<file path="src/rtl/debug_dump_tx_if.sv">
// Debug-dump side bus: start/PC from the core, register/memory debug read ports and the UART byte handshake.
// master = dump engine, slave = core/UART environment.
interface debug_dump_tx_if #(
  parameter int DATA_WIDTH      = 32,
  parameter int DATA_WIDTH_UART = 8,
  parameter int ADDR_WIDTH      = 5
);
  logic                       i_start;
  logic [DATA_WIDTH-1:0]      i_pc;
  logic [ADDR_WIDTH-1:0]      o_reg_addr;
  logic [DATA_WIDTH-1:0]      i_reg_data;
  logic [ADDR_WIDTH-1:0]      o_mem_addr;
  logic [DATA_WIDTH-1:0]      i_mem_data;
  logic [DATA_WIDTH_UART-1:0] o_tx_byte;
  logic                       o_tx_signal;
  logic                       i_tx_done;
  logic                       o_busy;
  logic                       o_dump_done;

  modport master (
    input  i_start, i_pc, i_reg_data, i_mem_data, i_tx_done,
    output o_reg_addr, o_mem_addr, o_tx_byte, o_tx_signal, o_busy, o_dump_done
  );

  modport slave (
    output i_start, i_pc, i_reg_data, i_mem_data, i_tx_done,
    input  o_reg_addr, o_mem_addr, o_tx_byte, o_tx_signal, o_busy, o_dump_done
  );
endinterface

</file>
<file path="src/rtl/debug_dump_tx.sv">
// Dumps PC, N_REGS registers and N_MEM memory words to the UART as LSB-first bytes.
// First byte 1 cycle after start; paced by i_tx_done (1 cycle within a word, 3 across words).
module debug_dump_tx #(
  parameter int DATA_WIDTH      = 32,
  parameter int DATA_WIDTH_UART = 8,
  parameter int N_REGS          = 32,
  parameter int N_MEM           = 32,
  parameter int ADDR_WIDTH      = 5
) (
  input logic             i_clock,
  input logic             i_reset,
  debug_dump_tx_if.master bus
);
  localparam int BYTES_PER_WORD = DATA_WIDTH / DATA_WIDTH_UART;
  localparam int BCNT_W         = (BYTES_PER_WORD > 1) ? $clog2(BYTES_PER_WORD) : 1;

  typedef logic [ADDR_WIDTH:0] idx_t;
  typedef logic [BCNT_W-1:0]   bcnt_t;

  localparam bcnt_t LAST_BYTE = bcnt_t'(BYTES_PER_WORD - 1);
  localparam idx_t  REG_END   = idx_t'(N_REGS);
  localparam idx_t  MEM_END   = idx_t'(N_MEM);

  typedef enum logic [2:0] {S_IDLE, S_ADDR, S_CAPTURE, S_SEND, S_WAIT, S_DONE} state_t;
  typedef enum logic [1:0] {PH_PC, PH_REG, PH_MEM} phase_t;

  state_t                     state_q, state_d;
  phase_t                     phase_q, phase_d;
  logic [DATA_WIDTH-1:0]      shift_q, shift_d;
  bcnt_t                      bcnt_q, bcnt_d;
  idx_t                       idx_q, idx_d, idx_inc;
  logic [ADDR_WIDTH-1:0]      reg_addr_q, reg_addr_d;
  logic [ADDR_WIDTH-1:0]      mem_addr_q, mem_addr_d;
  logic [DATA_WIDTH_UART-1:0] tx_byte_q, tx_byte_d;

  always_ff @(posedge i_clock or posedge i_reset) begin
    if (i_reset) begin
      state_q    <= S_IDLE;
      phase_q    <= PH_PC;
      shift_q    <= '0;
      bcnt_q     <= '0;
      idx_q      <= '0;
      reg_addr_q <= '0;
      mem_addr_q <= '0;
      tx_byte_q  <= '0;
    end else begin
      state_q    <= state_d;
      phase_q    <= phase_d;
      shift_q    <= shift_d;
      bcnt_q     <= bcnt_d;
      idx_q      <= idx_d;
      reg_addr_q <= reg_addr_d;
      mem_addr_q <= mem_addr_d;
      tx_byte_q  <= tx_byte_d;
    end
  end

  always_comb begin
    state_d    = state_q;
    phase_d    = phase_q;
    shift_d    = shift_q;
    bcnt_d     = bcnt_q;
    idx_d      = idx_q;
    reg_addr_d = reg_addr_q;
    mem_addr_d = mem_addr_q;
    tx_byte_d  = tx_byte_q;
    idx_inc    = idx_q + 1'b1;

    unique case (state_q)
      S_IDLE: begin
        if (bus.i_start) begin
          shift_d = bus.i_pc;
          phase_d = PH_PC;
          bcnt_d  = '0;
          state_d = S_SEND;
        end
      end
      // The read address was registered on entry to ADDR, so data is valid here.
      S_ADDR: state_d = S_CAPTURE;
      S_CAPTURE: begin
        shift_d = (phase_q == PH_MEM) ? bus.i_mem_data : bus.i_reg_data;
        bcnt_d  = '0;
        state_d = S_SEND;
      end
      S_SEND: begin
        tx_byte_d = shift_q[DATA_WIDTH_UART-1:0];
        state_d   = S_WAIT;
      end
      S_WAIT: begin
        if (bus.i_tx_done) begin
          shift_d = shift_q >> DATA_WIDTH_UART;
          bcnt_d  = bcnt_q + 1'b1;
          if (bcnt_q != LAST_BYTE) begin
            state_d = S_SEND;
          end else begin
            unique case (phase_q)
              PH_PC: begin
                phase_d    = PH_REG;
                idx_d      = '0;
                reg_addr_d = '0;
                state_d    = S_ADDR;
              end
              PH_REG: begin
                state_d = S_ADDR;
                if (idx_inc == REG_END) begin
                  phase_d    = PH_MEM;
                  idx_d      = '0;
                  mem_addr_d = '0;
                end else begin
                  idx_d      = idx_inc;
                  reg_addr_d = idx_inc[ADDR_WIDTH-1:0];
                end
              end
              default: begin
                idx_d = idx_inc;
                if (idx_inc == MEM_END) begin
                  state_d = S_DONE;
                end else begin
                  mem_addr_d = idx_inc[ADDR_WIDTH-1:0];
                  state_d    = S_ADDR;
                end
              end
            endcase
          end
        end
      end
      S_DONE:  state_d = S_IDLE;
      default: state_d = S_IDLE;
    endcase
  end

  // The byte register keeps o_tx_byte steady through WAIT after the shift moves on.
  assign bus.o_tx_byte   = (state_q == S_SEND) ? shift_q[DATA_WIDTH_UART-1:0] : tx_byte_q;
  assign bus.o_tx_signal = (state_q == S_SEND);
  assign bus.o_busy      = (state_q != S_IDLE) && (state_q != S_DONE);
  assign bus.o_dump_done = (state_q == S_DONE);
  assign bus.o_reg_addr  = reg_addr_q;
  assign bus.o_mem_addr  = mem_addr_q;
endmodule

</file>
<file path="src/flat_wrapper.sv">
// flat-port wrapper written by rule: the top's interface ports become plain ports
module debug_dump_tx_flat 
#(
  parameter int DATA_WIDTH      = 32,
  parameter int DATA_WIDTH_UART = 8,
  parameter int N_REGS          = 32,
  parameter int N_MEM           = 32,
  parameter int ADDR_WIDTH      = 5
)
  (i_clock, i_reset, bus_i_start, bus_i_pc, bus_i_reg_data, bus_i_mem_data, bus_i_tx_done, bus_o_reg_addr, bus_o_mem_addr, bus_o_tx_byte, bus_o_tx_signal, bus_o_busy, bus_o_dump_done);
  debug_dump_tx_if #(.DATA_WIDTH(DATA_WIDTH), .DATA_WIDTH_UART(DATA_WIDTH_UART), .ADDR_WIDTH(ADDR_WIDTH)) bus_i ();
  input logic i_clock;
  input logic i_reset;
  input wire logic [$bits(bus_i.i_start)-1:0] bus_i_start;
  input wire logic [$bits(bus_i.i_pc)-1:0] bus_i_pc;
  input wire logic [$bits(bus_i.i_reg_data)-1:0] bus_i_reg_data;
  input wire logic [$bits(bus_i.i_mem_data)-1:0] bus_i_mem_data;
  input wire logic [$bits(bus_i.i_tx_done)-1:0] bus_i_tx_done;
  output wire logic [$bits(bus_i.o_reg_addr)-1:0] bus_o_reg_addr;
  output wire logic [$bits(bus_i.o_mem_addr)-1:0] bus_o_mem_addr;
  output wire logic [$bits(bus_i.o_tx_byte)-1:0] bus_o_tx_byte;
  output wire logic [$bits(bus_i.o_tx_signal)-1:0] bus_o_tx_signal;
  output wire logic [$bits(bus_i.o_busy)-1:0] bus_o_busy;
  output wire logic [$bits(bus_i.o_dump_done)-1:0] bus_o_dump_done;
  assign bus_i.i_start = bus_i_start;
  assign bus_i.i_pc = bus_i_pc;
  assign bus_i.i_reg_data = bus_i_reg_data;
  assign bus_i.i_mem_data = bus_i_mem_data;
  assign bus_i.i_tx_done = bus_i_tx_done;
  assign bus_o_reg_addr = bus_i.o_reg_addr;
  assign bus_o_mem_addr = bus_i.o_mem_addr;
  assign bus_o_tx_byte = bus_i.o_tx_byte;
  assign bus_o_tx_signal = bus_i.o_tx_signal;
  assign bus_o_busy = bus_i.o_busy;
  assign bus_o_dump_done = bus_i.o_dump_done;
  debug_dump_tx #(.DATA_WIDTH(DATA_WIDTH), .DATA_WIDTH_UART(DATA_WIDTH_UART), .N_REGS(N_REGS), .N_MEM(N_MEM), .ADDR_WIDTH(ADDR_WIDTH)) u_core (.i_clock(i_clock), .i_reset(i_reset), .bus(bus_i));
endmodule
</file>
<file path="config.mk">
export PLATFORM = sky130hd
export DESIGN_NAME = debug_dump_tx_flat
export DESIGN_NICKNAME = d
export VERILOG_FILES = /design/src/rtl/debug_dump_tx_if.sv /design/src/rtl/debug_dump_tx.sv /design/src/flat_wrapper.sv
export SDC_FILE = /design/constraint.sdc
export NUM_CORES = 1
export LEC_CHECK = 0
export ABC_AREA = 1
export CORE_ASPECT_RATIO = 0.75
export CORE_UTILIZATION = 53
export DETAILED_ROUTE_END_ITERATION = 16
export DONT_BUFFER_PORTS = 1
export GPL_TIMING_DRIVEN = 0
export PLACE_DENSITY = 0.69
export SETUP_SLACK_MARGIN = 0.5
export SLEW_MARGIN = 20
export SYNTH_ARGS = -nofsm -noshare
export SYNTH_HDL_FRONTEND = slang
export SYNTH_SLANG_ARGS = --single-unit
</file>
<file path="constraint.sdc">
create_clock -name i_clock -period 4.5 [get_ports i_clock]
set_input_delay 1.35 -clock i_clock [delete_from_list [all_inputs] [get_ports i_clock]]
set_output_delay 1.35 -clock i_clock [all_outputs]
set_load 0.02 [all_outputs]
</file>
==> flow_summary.toml, run 1 <==
[die]
rows = 25
die_w_um = 96.3
start_util = 0.554
die_y_um = 72.7
core_area_um2 = 6380
die_area_um2 = 7010
ios = 121

[synth]
synth_cell_types = 28
seq_area_frac_synth = 0.446
synthesis.area_um2 = 3540
syn_nets = 605
synth_seq_cells = 63
synthCells = 503
postSynthAreaPerCell_um2 = 7.03
ys_warn_count = 0

[clocking]
cts_buffer_depth = 2
h-tree-depth = 3
cts-buffers-inserted = 9
post-cts-setup-buffer-count = 0
cts_tree = "done"
clock_latency_ns = 0.35
clock-sinks = 63
clk_pin_slew_ns = 0.07
cts_resized = 0
cts_hold_buf = 0
cts_root_buf = "clkbuf_8"

[timing]
max_freq_mhz = 255
min_period_ns = 3.92
drv_slew = 0
worst_slew_pin_slew_ns = 0.804
period_share = 0.871
rsz0062_at_grt = "true"
timing.slew.headroom = 0.460
hold_viol = 0
fin_tns_setup_ns = 0
setup_viol_count_final = 0
clock_skew_ns = 0.00880

[detailed_routing]
ant_nets = 0
post_drt_wl_per_cell_um = 15.4
drc = 0
vias = 3270
drt_iter0_drc = 196
wl_mm = 9.25
viasPerCell = 5.44
drt-pass1-iter-count = 5

[global_route]
grt_max_degree = 38
grt_first_pass_wirelength_mm = 14.2
antenna_found_initial = 0
grtUsageTotal = 0.278
grt_overflow = 0
grt_pass1_vias = 2889

[placement]
place_inst = 585
routabilityCongestion = 0.840
io_buffers = 0
dp_hpwl_mm = 7.01

[worst_setup_path]
cp-start-kind = "register"
crit_required_ns = 3.15
cp-end-kind = "output port"
worstPathArrival_ns = 2.57
crit_type = "reg2out"
cp_max_fo = 10

[final_layout]
area.growth.synth_to_final_pct = 8.49
antenna_cells = 0
fill_cells = 615
multi_input_area_um2 = 1660
final-seq-area_um2 = 1580
drive_above_1_share = 0.0808
nNetsFinal = 617
fin_cells = 601

[power]
leakagePower_nw = 1.90
power_density_nw_per_um2 = 625
ir_worst_vdd_v = 0.000232

[job]
maxCapViolations = 0

[outcome]
status = "finished, final reports clean"

[min_path]
hold_path_class = "reg2reg"
==> cells in the final DEF (no fill, tap or decap), drive strengths merged <==
cell type	synthesis	routed
buf	14	15
o22ai	2	2
o211ai	7	7
nand3	18	18
clkinv	0	2
dfrtp	63	63
xnor2	1	1
clkbuf	10	23
a211oi	2	2
o31ai	8	8
or2	1	1
clkinvlp	0	1
inv	47	47
nand2	148	148
o21ai	74	74
mux2i	1	1
nand4	4	4
nor2	87	87
a21oi	12	12
nor3	2	2
ha	2	2
==> layer usage <==
layer / vias up / share of wire / track usage
met5: - / 0 / 0
met4: 0 / 0.016 / 0.0833
met3: 13 / 0.10 / 0.0813
met2: 156 / 0.42 / 0.401
met1: 1471 / 0.47 / 0.406
li1: 1630 / - / -
==> worst max-delay path, cell delays in order (launching register included) <==
cell	delay, ns
dfrtp_1	0.44
inv_1	0.10
nor3_2	0.62
inv_1	0.16
clkbuf_1	0.28
o21ai_0	0.63
==> logic make-up after synthesis <==
kind of cell | after synthesis | share of synthesized area
mux | 1 | 0.00283
flops | 63 | 0.446
xor+xnor | 1 | 0.00248
buf+inv | 71 | 0.0846
compound gates | 105 | 0.165
simple gates | 260 | 0.292
fa+ha+maj | 2 | 0.00708
==> power by group <==
| group | total, mW | switching, mW | internal, mW |
|---|---|---|---|
| clock network | 0.444 | 0.216 | 0.228 |
| registers | 0.851 | 0.0864 | 0.764 |
| logic | 1.10 | 0.765 | 0.339 |
==> registers in the layout (all words and copies together), names as in the netlist <==
signal / flops
u_core.bcnt_q: 2
u_core.tx_byte_q: 8
u_core.phase_q: 2
u_core.bus.o_reg_addr: 5
u_core.bus.o_mem_addr: 5
u_core.idx_q: 6
u_core.state_q: 3
u_core.shift_q: 32
==> cells in the mapped netlist <==
| master | number | area [um^2] |
|---|---|---|
| a211oi_1 | 1 | 7.51 |
| a211oi_2 | 1 | 12.5 |
| a21oi_1 | 12 | 60.1 |
| buf_2 | 11 | 55.1 |
| buf_4 | 1 | 7.51 |
| buf_6 | 2 | 22.5 |
| clkbuf_1 | 10 | 37.5 |
| dfrtp_1 | 63 | 1580 |
| ha_1 | 2 | 25.0 |
| inv_1 | 44 | 165 |
| inv_2 | 3 | 11.3 |
| mux2i_1 | 1 | 10.0 |
| nand2_1 | 148 | 556 |
| nand3_1 | 18 | 90.1 |
| nand4_1 | 4 | 25.0 |
| nor2_1 | 83 | 312 |
| nor2_2 | 3 | 18.8 |
| nor2_4 | 1 | 11.3 |
| nor3_1 | 1 | 5.00 |
| nor3_2 | 1 | 10.0 |
| o211ai_1 | 7 | 52.6 |
| o21ai_0 | 71 | 355 |
| o21ai_1 | 1 | 5.00 |
| o21ai_2 | 2 | 17.5 |
| o22ai_1 | 2 | 12.5 |
| o31ai_1 | 8 | 60.1 |
| or2_2 | 1 | 6.26 |
| xnor2_1 | 1 | 8.76 |
==> area by class of cell <==
| class | count | share of cell area |
|---|---|---|
| plain buffers | 24 | 0.0320 |
| clock buffers | 13 | 0.0414 |
| clock inverters | 3 | 0.00457 |
| inverters | 47 | 0.0466 |
| multi-input cells | 369 | 0.433 |
| flip-flops and latches | 63 | 0.411 |
| well taps | 81 | 0.0264 |
| repair buffers | 1 | 0.00522 |
==> metrics by stage <==
step	setup WS, ns	util	power, mW	hold WS [ns]	instance area [um^2]
after floorplan	1.29	-	1.69	0.442	3540
after global placement	0.898	0.570	1.92	0.454	3640
after detailed placement	0.919	0.574	1.96	0.458	3660
after CTS	0.539	0.601	2.40	0.476	3840
after global routing	0.314	0.601	2.62	0.506	3840
final	0.580	0.601	2.40	0.475	3840
==> final timing paths <==
kind	from	slack, ns	depth (start not counted)	end
worst min register to register	u_core.shift_q[26]	0.47	2	u_core.shift_q[26]
worst max register to register	u_core.state_q[1]	2.09	5	u_core.tx_byte_q[5]
worst max-delay path	u_core.state_q[1]	0.58	5	bus_o_tx_byte[5]
min in group asynchronous	i_reset	0.85	1	u_core.shift_q[13]
worst min-delay path	u_core.shift_q[26]	0.47	2	u_core.shift_q[26]
max in group asynchronous	i_reset	3.14	2	u_core.bcnt_q[0]
Power figures use the tool's default switching activity.
==> run 2: changes to the inputs <==
- CORE_MARGIN: default -> 2
- CTS_CLUSTER_SIZE: default -> 12
==> run 2 against run 1 <==
Cell count unchanged. Count of clock-buffer cells in the layout decreased by 2. Die area increased by 4.9%. Combinational power about the same. Hold slack improved by 0.0017 ns. Routed wire length increased by 3.4%. Global-route usage decreased by 1.1 points.
==> flow_summary.toml, run 2 (synthesis results as in run 1) <==
[worst_setup_path]
cp_max_fo = 10
cp-startpoint = "u_core.state_q[1]"
worstPathArrival_ns = 2.37
cp-start-kind = "register"
r2r-start = "u_core.state_q[1]"
crit_type = "reg2out"
cp-end-kind = "output port"
crit_required_ns = 3.15
reg2reg_slack_ns = 2.32

[job]
maxCapViolations = 0

[power]
ir_worst_vdd_v = 0.000218
power_density_nw_per_um2 = 638
power_frac_comb = 0.454
p_sw_frac = 0.442
leakagePower_nw = 1.91
pwr-share-clk = 0.200
p_switching_mw = 1.09
internal-power_mw = 1.37
seqPwrFrac = 0.346

[final_layout]
fin_area_um2 = 3860
top_regs = "u_core.shift_q (32), u_core.tx_byte_q (8), u_core.idx_q (6)"
multi_input_area_um2 = 1660
fill_cells = 630
nNetsFinal = 617
area.growth.synth_to_final_pct = 9.13
final-seq-area_um2 = 1580
drive_above_1_share = 0.0827
antenna_cells = 0
mostFrequentLayoutCells = "nand2_1, nor2_1, o21ai_0"
regMostFlops = "u_core.shift_q"
final_common_cell = "nand2_1"
largest_reg_flops = 32

[clocking]
h-tree-depth = 3
cts_root_buf = "clkbuf_8"
clk_pin_slew_ns = 0.07
clock_latency_ns = 0.35
clock-sinks = 63
cts_buffer_depth = 2
cts_hold_buf = 0
cts_resized = 0
post-cts-setup-buffer-count = 0
cts_tree = "done"
cts-buffers-inserted = 9

[global_route]
grt_overflow = 0
grt_max_degree = 42
grt_first_pass_wirelength_mm = 15.2
antenna_found_initial = 0
grtUsageTotal = 0.268
grt_pass1_vias = 3093

[placement]
dp_hpwl_mm = 7.27
routabilityCongestion = 0.874
io_buffers = 0
placedInstanceArea_um2 = 3660

[timing]
setup_viol_count_final = 0
rsz0062_at_grt = "false"
clock_skew_ns = 0.00756
max_freq_mhz = 269
timing.slew.headroom = 0.468
hold_viol = 0
period_share = 0.826
worst_slew_pin_slew_ns = 0.791
drv_slew = 0
min_period_ns = 3.72
fin_tns_setup_ns = 0

[die]
die_area_um2 = 7350
rows = 25
ios = 121
start_util = 0.554
die_w_um = 98.3
die_y_um = 74.7
core_area_um2 = 6380

[outcome]
status = "finished, final reports clean"

[min_path]
min_from = "u_core.shift_q[29]"
hold_path_class = "reg2reg"

[detailed_routing]
viasPerCell = 5.55
drt-pass1-iter-count = 4
wl_mm = 9.56
vias = 3333
post_drt_wl_per_cell_um = 15.9
drc = 0
drt_iter0_drc = 225
ant_nets = 0
[run 2: cell count changes in the layout (fill, tap and decap cells not counted)]
cell / previous run / this run
bufinv_16: 0 / 1
clkbuf_1: 12 / 11
clkbuf_8: 11 / 10
clkinv_2: 2 / 1
clkinvlp_4: 1 / 3
o21ai_0: 70 / 68
o21ai_1: 2 / 4
[run 2: cell type report]
type	instances	area share
inverters	47	0.0464
clock inverters	5	0.0149
repair buffers	1	0.00519
multi-input cells	369	0.430
flip-flops and latches	63	0.409
well taps	81	0.0263
plain buffers	24	0.0318
clock buffers	11	0.0366
[run 2: path summary, 6_finish.rpt]
| path | end | cells past startpoint |
|---|---|---|
| min in group asynchronous | u_core.shift_q[7] | 1 |
| setup / recovery | bus_o_tx_byte[4] | 5 |
| setup reg to reg | u_core.tx_byte_q[4] | 5 |
| max in group asynchronous | u_core.shift_q[22] | 2 |
| hold reg to reg | u_core.shift_q[29] | 2 |
| hold / removal | u_core.shift_q[29] | 2 |
[run 2: worst max-delay path, stage by stage (launching register included)]
cell      delay (ns)
dfrtp_1         0.45
inv_1           0.09
nor3_2          0.60
inv_1           0.16
clkbuf_1        0.27
o21ai_1         0.46
[run 2: metal layers]
layer / share of wire / vias to the layer above / track usage
met2: 0.42 / 156 / 0.401
li1: - / 1631 / -
met3: 0.093 / 13 / 0.0706
met4: 0.014 / 0 / 0.0837
met1: 0.47 / 1533 / 0.387
met5: 0 / - / 0
[run 2: power groups by stage]
stage	clock (mW)	combinational (mW)	sequential, mW
detailed placement	0	1.11	0.861
finish	0.493	1.12	0.853
floorplan	0	0.854	0.840
global placement	0	1.07	0.855
CTS	0.500	1.11	0.852
global route	0.524	1.27	0.875
[run 2: metrics by stage]
stage | cells | setup WS, ns | hold WS (ns) | utilization | power [mW]
detailed placement | 585 | 0.936 | 0.459 | 0.574 | 1.97
floorplan | 503 | 1.29 | 0.442 | - | 1.69
CTS | 601 | 0.558 | 0.477 | 0.605 | 2.46
global route | 601 | 0.567 | 0.505 | 0.605 | 2.67
global placement | 584 | 0.906 | 0.455 | 0.570 | 1.93
finish | 601 | 0.783 | 0.476 | 0.605 | 2.46
==> run 3: changes to the inputs <==
- clock period: 4.5 -> 3.7 ns (I/O delays scaled with it)
==> run 3 against run 2 <==
Sequential power increased by 22%. Largest cell class unchanged. Register-to-register slack got worse by 0.62 ns. Utilization is 0.67 points higher. Via count fell by 0.48%. Global-route usage is 0.13 points higher. Sequential share of layout area shrank 0.41 points. Critical endpoint is now bus_o_tx_byte[2]. Total power increased by 24%. Non-clock buffer count stayed put. Sequential cell count is the same.
==> flow_summary.toml, run 3 (synthesis results as in run 1) <==
[worst_setup_path]
worstPathArrival_ns = 1.92
cpLargestDelayFamily = "simple AND/OR/NAND/NOR gates"
r2r-start = "u_core.idx_q[0]"
path_cells = "inv_1 > nor3_4 > inv_1 > buf_2 > nand2_1 > nand2_1"
rr_worst_depth = 10
critPathSlowestCell = "dfrtp_2"
worstReg2RegEnd = "u_core.bus.o_mem_addr[2]"
crit_type = "reg2out"
crit_required_ns = 2.59
cp-end-kind = "output port"
cp-start-kind = "register"
reg2reg_slack_ns = 1.70
path_depth = 6
max_stage_delay_ns = 0.42
crit_buf_inv = 3
cp_max_fo = 10

[detailed_routing]
ant_nets = 0
drt_iter0_drc = 245
post_drt_wl_per_cell_um = 16.0
drt-pass1-iter-count = 4
vias = 3317
wl_mm = 9.60
drc = 0
viasPerCell = 5.52

[global_route]
grt_use_met2 = 0.402
grt_pass1_vias = 3102
grtUsageTotal = 0.269
grt_overflow = 0
antenna_found_initial = 0
use_met3 = 0.0715
top_usage_layer = "met2"
grt_first_pass_wirelength_mm = 15.2
grt_max_degree = 42
met1_usage = 0.389

[die]
die_y_um = 74.7
start_util = 0.554
ios = 121
die_area_um2 = 7350
die_w_um = 98.3
rows = 25
core_area_um2 = 6380

[power]
leakagePower_nw = 1.92
power_frac_comb = 0.462
power_density_nw_per_um2 = 781
ir_worst_vdd_v = 0.000265
internal-power_mw = 1.69
seqPwrFrac = 0.341
p_sw_frac = 0.445
pwr-share-clk = 0.196
power.total_mw = 3.05
p_switching_mw = 1.36

[placement]
io_buffers = 0
pre_cts_slack_ns = 0.376
placedInstanceArea_um2 = 3660
dp_hpwl_mm = 7.27
routabilityCongestion = 0.874

[clocking]
clk_pin_slew_ns = 0.07
cts-buffers-inserted = 9
cts_root_buf = "clkbuf_8"
h-tree-depth = 3
cts_buffer_depth = 2
cts_tree = "done"
clock_latency_ns = 0.35
clock-sinks = 63

[timing]
setup_viol_count_final = 0
hold_slack_ns = 0.476
min_period_ns = 3.03
period_share = 0.819
rsz0062_at_grt = "false"
timing.slew.headroom = 0.476
hold_viol = 0
fin_tns_setup_ns = 0
setup_slack_ns = 0.669
max_freq_mhz = 330
clock_skew_ns = 0.00769
worst_slew_pin_slew_ns = 0.780
drv_slew = 0

[final_layout]
regMostFlops = "u_core.shift_q"
antenna_cells = 0
fin_area_um2 = 3900
largest_reg_flops = 32
drive_above_1_share = 0.0923
top_regs = "u_core.shift_q (32), u_core.tx_byte_q (8), u_core.idx_q (6)"
mostFrequentLayoutCells = "nand2_1, nor2_1, o21ai_0"
area.growth.synth_to_final_pct = 10.3
final_common_cell = "nand2_1"
nNetsFinal = 617

[min_path]
hold_path_class = "reg2reg"
whs_path_depth = 2
min_to = "u_core.shift_q[27]"
min_from = "u_core.shift_q[27]"

[outcome]
status = "finished, final reports clean"

[job]
maxCapViolations = 0
## run 3: through the flow
step,util,instances
after global placement,0.570,584
after global routing,0.611,601
final,0.611,601
after floorplan,-,503
after CTS,0.607,601
after detailed placement,0.574,585
## run 3: how the worst max path moves through the flow
| stage | end | start | slack (ns) |
|---|---|---|---|
| finish | bus_o_tx_byte[2] | u_core.state_q[1] | 0.67 |
| global route | bus_o_tx_byte[3] | u_core.state_q[1] | 0.53 |
| CTS | bus_o_tx_byte[5] | u_core.state_q[0] | 0.49 |
| detailed placement | bus_o_tx_byte[5] | u_core.state_q[1] | 0.38 |
| global placement | u_core.shift_q[25] | i_reset | 0.35 |
| floorplan | bus_o_tx_byte[4] | u_core.state_q[1] | 0.73 |
## run 3: tightest hold or removal path, cell delays in order, from the launching register on
cell     delay, ns
dfrtp_1       0.35
nand2_1       0.06
nand2_1       0.05
## run 3: final cells by class
type	count	area [um^2]
Buffer	24	124
Clock buffer	11	141
Clock inverter	5	57.6
Fill cell	620	2480
Inverter	47	179
Multi-Input combinational cell	369	1700
Sequential cell	63	1580
Tap cell	81	101
Timing Repair Buffer	1	20.0
## run 3: per-layer routing
metal	wire [um]	part of all wire
met1	4540	0.47
met2	4060	0.42
met3	862	0.090
met4	132	0.014
met5	0	0
## run 3: repair_timing
item | CTS | global route
pin swaps | 1 | 1
endpoints found under the setup margin | 8 | 8
gates resized for setup | 7 | 7
hold buffers | 0 | 0
gates cloned | 0 | 0
setup buffers | 0 | 0
## run 3: power by group through the flow
stage	registers, mW	logic [mW]	clock network [mW]
after global placement	1.04	1.30	0
after global routing	1.07	1.59	0.637
after detailed placement	1.05	1.35	0
after floorplan	1.02	1.04	0
final	1.04	1.41	0.598
after CTS	1.04	1.38	0.608
